File: src/rtl/mux_n_to_1_pipe.sv
// N-to-1 channel multiplexer with a one-deep valid/ready output register.
// The channel index comes from Select (direct) or an internal round-robin pointer.
module mux_n_to_1_pipe #(
    parameter int WIDTH = 32,
    parameter int N     = 7,
    parameter int SEL_W = 3
) (
    input  logic               clk,
    input  logic               reset_n,
    input  logic [N*WIDTH-1:0] I,
    input  logic [SEL_W-1:0]   Select,
    input  logic               rr_mode,
    input  logic               in_valid,
    output logic               in_ready,
    output logic [WIDTH-1:0]   O,
    output logic               out_valid,
    input  logic               out_ready,
    output logic [SEL_W-1:0]   O_ch,
    output logic               sel_err
);

    // One extra bit so N == 2**SEL_W still compares correctly.
    localparam logic [SEL_W:0]   N_L    = (SEL_W+1)'(N);
    localparam logic [SEL_W-1:0] LAST_L = SEL_W'(N - 1);

    logic [WIDTH-1:0] o_r;
    logic [SEL_W-1:0] o_ch_r;
    logic             sel_err_r;
    logic             out_valid_r;
    logic [SEL_W-1:0] rr_ptr_r;

    logic             in_ready_s;
    logic             accept_s;
    logic [SEL_W-1:0] idx_s;
    logic             in_range_s;
    logic [WIDTH-1:0] chan_s;
    logic [SEL_W-1:0] rr_next_s;

    assign in_ready_s = !out_valid_r || out_ready;
    assign accept_s   = in_valid && in_ready_s;

    // Index selection, range check and next round-robin pointer.
    always_comb begin
        idx_s      = rr_mode ? rr_ptr_r : Select;
        in_range_s = ({1'b0, idx_s} < N_L);
        rr_next_s  = (rr_ptr_r == LAST_L) ? {SEL_W{1'b0}} : (rr_ptr_r + SEL_W'(1));
    end

    // AND-OR channel mux; an out-of-range index matches no channel and yields zero.
    always_comb begin
        chan_s = {WIDTH{1'b0}};
        for (int k = 0; k < N; k++) begin
            chan_s = chan_s | ({WIDTH{idx_s == SEL_W'(k)}} & I[k*WIDTH +: WIDTH]);
        end
    end

    // Output register, valid flag and round-robin pointer.
    always_ff @(posedge clk or negedge reset_n) begin
        if (!reset_n) begin
            o_r         <= {WIDTH{1'b0}};
            o_ch_r      <= {SEL_W{1'b0}};
            sel_err_r   <= 1'b0;
            out_valid_r <= 1'b0;
            rr_ptr_r    <= {SEL_W{1'b0}};
        end else begin
            if (accept_s) begin
                o_r         <= chan_s;
                o_ch_r      <= idx_s;
                sel_err_r   <= !in_range_s;
                out_valid_r <= 1'b1;
            end else if (out_ready) begin
                out_valid_r <= 1'b0;
            end else begin
                out_valid_r <= out_valid_r;
            end
            if (accept_s && rr_mode) begin
                rr_ptr_r <= rr_next_s;
            end else begin
                rr_ptr_r <= rr_ptr_r;
            end
        end
    end

    assign in_ready  = in_ready_s;
    assign O         = o_r;
    assign O_ch      = o_ch_r;
    assign sel_err   = sel_err_r;
    assign out_valid = out_valid_r;

endmodule

File: config.mk
export PLATFORM = sky130hd
export DESIGN_NAME = mux_n_to_1_pipe
export DESIGN_NICKNAME = d
export VERILOG_FILES = /design/src/rtl/mux_n_to_1_pipe.sv
export SDC_FILE = /design/constraint.sdc
export NUM_CORES = 1
export LEC_CHECK = 0
export CAP_MARGIN = 5
export CORE_AREA = 2 2 105 107
export DETAILED_ROUTE_END_ITERATION = 16
export DIE_AREA = 0 0 107 109
export DONT_BUFFER_PORTS = 1
export MAX_ROUTING_LAYER = met4
export RECOVER_POWER = 50
export SYNTH_ARGS = -nofsm -noshare
export SYNTH_HDL_FRONTEND = slang
export SYNTH_SLANG_ARGS = --single-unit
File: constraint.sdc
create_clock -name clk -period 1.9 [get_ports clk]
set_clock_uncertainty 0.2 [all_clocks]
set_input_delay 0.285 -clock clk [delete_from_list [all_inputs] [get_ports clk]]
set_output_delay 0.285 -clock clk [all_outputs]
set_load 0.02 [all_outputs]
==> results <==
==> registers in the layout, summed over array words and instances (netlist names) <==
name,cells
O,32
O_ch,3
rr_ptr_r,3
out_valid,1
sel_err,1
==> per-stage QoR <==
step | instances | utilization | hold slack [ns] | worst slack [ns] | TNS, ns
after floorplan | 367 | - | -0.211 | -0.0361 | -0.107
after global placement | 500 | 0.343 | -0.210 | 0.0526 | 0
final | 537 | 0.381 | 0.00907 | 0.00150 | 0
after CTS | 534 | 0.379 | 0.000492 | 0.00154 | 0
after detailed placement | 500 | 0.343 | -0.209 | -0.0272 | -0.0687
after global routing | 537 | 0.381 | 0.00358 | -0.0601 | -0.530
==> per-layer routing <==
metal	vias up	global-route usage	wire, microns
li1	1510	-	-
met3	31	0.0442	1350
met1	1653	0.252	4990
met2	259	0.342	6200
met4	0	0.0770	340
met5	-	-	0
==> worst max-delay path, stage by stage, from the launching register on <==
cell	delay [ns]
dfrtp_1	0.40
mux2_4	0.30
buf_12	0.17
mux2_2	0.28
a222oi_1	0.25
a31oi_1	0.15
==> cell usage in the layout, fill, tap and decap left out, drive strengths merged, types with 19 or more instances in the layout <==
cell / synthesis / routed
a21oi: 25 / 25
nor2: 29 / 29
mux2i: 19 / 19
nand2: 52 / 52
dfrtp: 40 / 40
buf: 24 / 28
a22oi: 20 / 20
dlygate4sd3: 0 / 25
a222oi: 20 / 20
mux2: 23 / 23
a31oi: 24 / 24
==> area by class of cell <==
class | instances | area, sq um | share of cell area
diodes | 1 | 2.50 | 0.000619
clock buffers | 6 | 82.6 | 0.0204
clock inverters | 2 | 15.0 | 0.00371
inverters | 4 | 22.5 | 0.00557
multi-input cells | 289 | 2120 | 0.524
flip-flops and latches | 40 | 1000 | 0.248
well taps | 140 | 175 | 0.0433
repair buffers | 55 | 624 | 0.154
==> power by group <==
part           internal, uW  switching [uW]
logic                  1130            1210
registers              1160             624
clock network           295             338
total                  2580            2170
==> cells by family after synthesis <==
group / share of synthesized area
DFF: 0.310
muxes: 0.149
buffers and inverters: 0.0655
and+or+nand+nor: 0.137
AOI/OAI and AO/OA: 0.338
==> worst max path at each step <==
| stage | from | depth (start not counted) | endpoint | slack (ns) |
|---|---|---|---|---|
| 6_report | rr_ptr_r[2] | 5 | O[15] | 0.001 |
| 5_1_grt | rr_ptr_r[2] | 5 | O[15] | -0.06 |
| 4_1_cts | rr_ptr_r[1] | 5 | O[27] | 0.002 |
| 3_3_place_gp | rr_ptr_r[0] | 5 | O[4] | 0.05 |
| 2_1_floorplan | rr_ptr_r[2] | 7 | O[16] | -0.04 |
| 3_5_place_dp | rr_ptr_r[0] | 5 | O[27] | -0.03 |
==> timing repair <==
action,in CTS,in global routing
setup buffers,0,2
hold endpoints to repair,56,0
gates resized for setup,2,9
hold buffers,26,0
endpoints found under the setup margin,10,31
==> reports/results.txt <==
Die Wd -> 107 microns
Warnings from Yosys -> 0
Tcrit/Tclk final -> 0.999
Synth-to-Final Area Change -> 25.3%
Clock-pin slew on the worst setup and hold paths -> 0.09 ns
Maximum VDD drop -> 0.381 mV
Synth top area share -> 0.310
Worst reg-to-reg path cell count -> 5
Die Area -> 0.0117 sq mm
DP HPWL -> 9.42 mm
Row cnt -> 38
Final net count -> 627
Initial DRC Count -> 298
Drt pass-1 iters -> 5
Pwr Total -> 4760 uW
Status -> complete, no violations
Vias -> 3453
Net count after synthesis -> 599
Worst reg2reg path endpoint -> O[15]
Pwr/cell area -> 1180 mW/mm^2
Final setup viols -> 0
CTS tree -> yes
First-pass GRT wire length -> 18.0 mm
Avg Vias per Cell -> 6.43
Final min period -> 1.90 ns
Root Buffer Master -> clkbuf_8
Slew of the pin with the lowest slew margin -> 1.12 ns
Flops & latches, synth -> 40
Hold path endpoint -> O[5]
Wire per inst -> 24.0 microns
Later-pin clock latency in the skew report -> 0.30 ns
Worst slew margin -> 0.252
P_leak -> 0.00150 uW
Gate Count Post-Synth -> 367
Post-synthesis cell type count -> 44
Top_reg_cell synth -> dfrtp_1
Core area -> 0.0106 sq mm
Kind of critical path -> reg -> reg
Overflow left after global routing -> 0
Pin count of the biggest net entering global routing -> 41
R2r startpoint -> rr_ptr_r[2]
Clock sink total -> 40
Register area share after synthesis -> 0.310
CP Data Arrival Time -> 1.86 ns
Hold Startpoint -> I[197]
Ratio of cells with drive above 1 in the final layout -> 0.212
Final WL -> 12.9 mm
Max Fclk -> 527 MHz
Hold Crit Depth -> 2
CTS buffer count -> 5
Initial core utilization -> 0.304
Main area contributors after synthesis -> dfrtp_1 31%, mux2_2 6.6%, a222oi_1 6.2%, nand2_1 6.0%, mux2i_1 5.3%
H-Tree Depth -> 2
Largest area contributor in the netlist -> dfrtp_1
Syn avg cell area -> 8.79 sq um
GP Congestion -> 0.891
Final Max Tran Viols -> 0
Hold/Removal Path Class -> in -> reg
PortBufs -> 0
Unrepaired setup endpoints after global routing -> yes
Initial antenna violation count -> 1
Top post-synthesis cells by count -> 52 x nand2_1, 40 x dfrtp_1, 28 x nor2_1
R2R setup slack -> 0.001 ns
WP data required -> 1.86 ns
Startpoint Class -> register
Total GRT Usage -> 0.208
Placed cell area -> 0.00364 sq mm
Residual DRC -> 0
FFs w/ async S/R, synth -> 1.00
Antenna violation net count after detailed routing -> 0
Design area -> 0.00404 sq mm
Fill count -> 1061
CP Capture Type -> register
CTS Buffer Depth -> 2
Die Y -> 109 microns
Ports -> 270
Maximum fanout along the worst path -> 20
Hold Vio Cnt, Final -> 0
Most common cell in the netlist -> nand2_1
Synth Cell Area -> 0.00323 sq mm
Post-synth EDFFs -> 0
Maximum capacitance violations -> 0
Number of global-route vias before repair -> 3328
No activity file was read; power rests on OpenSTA's default activity.
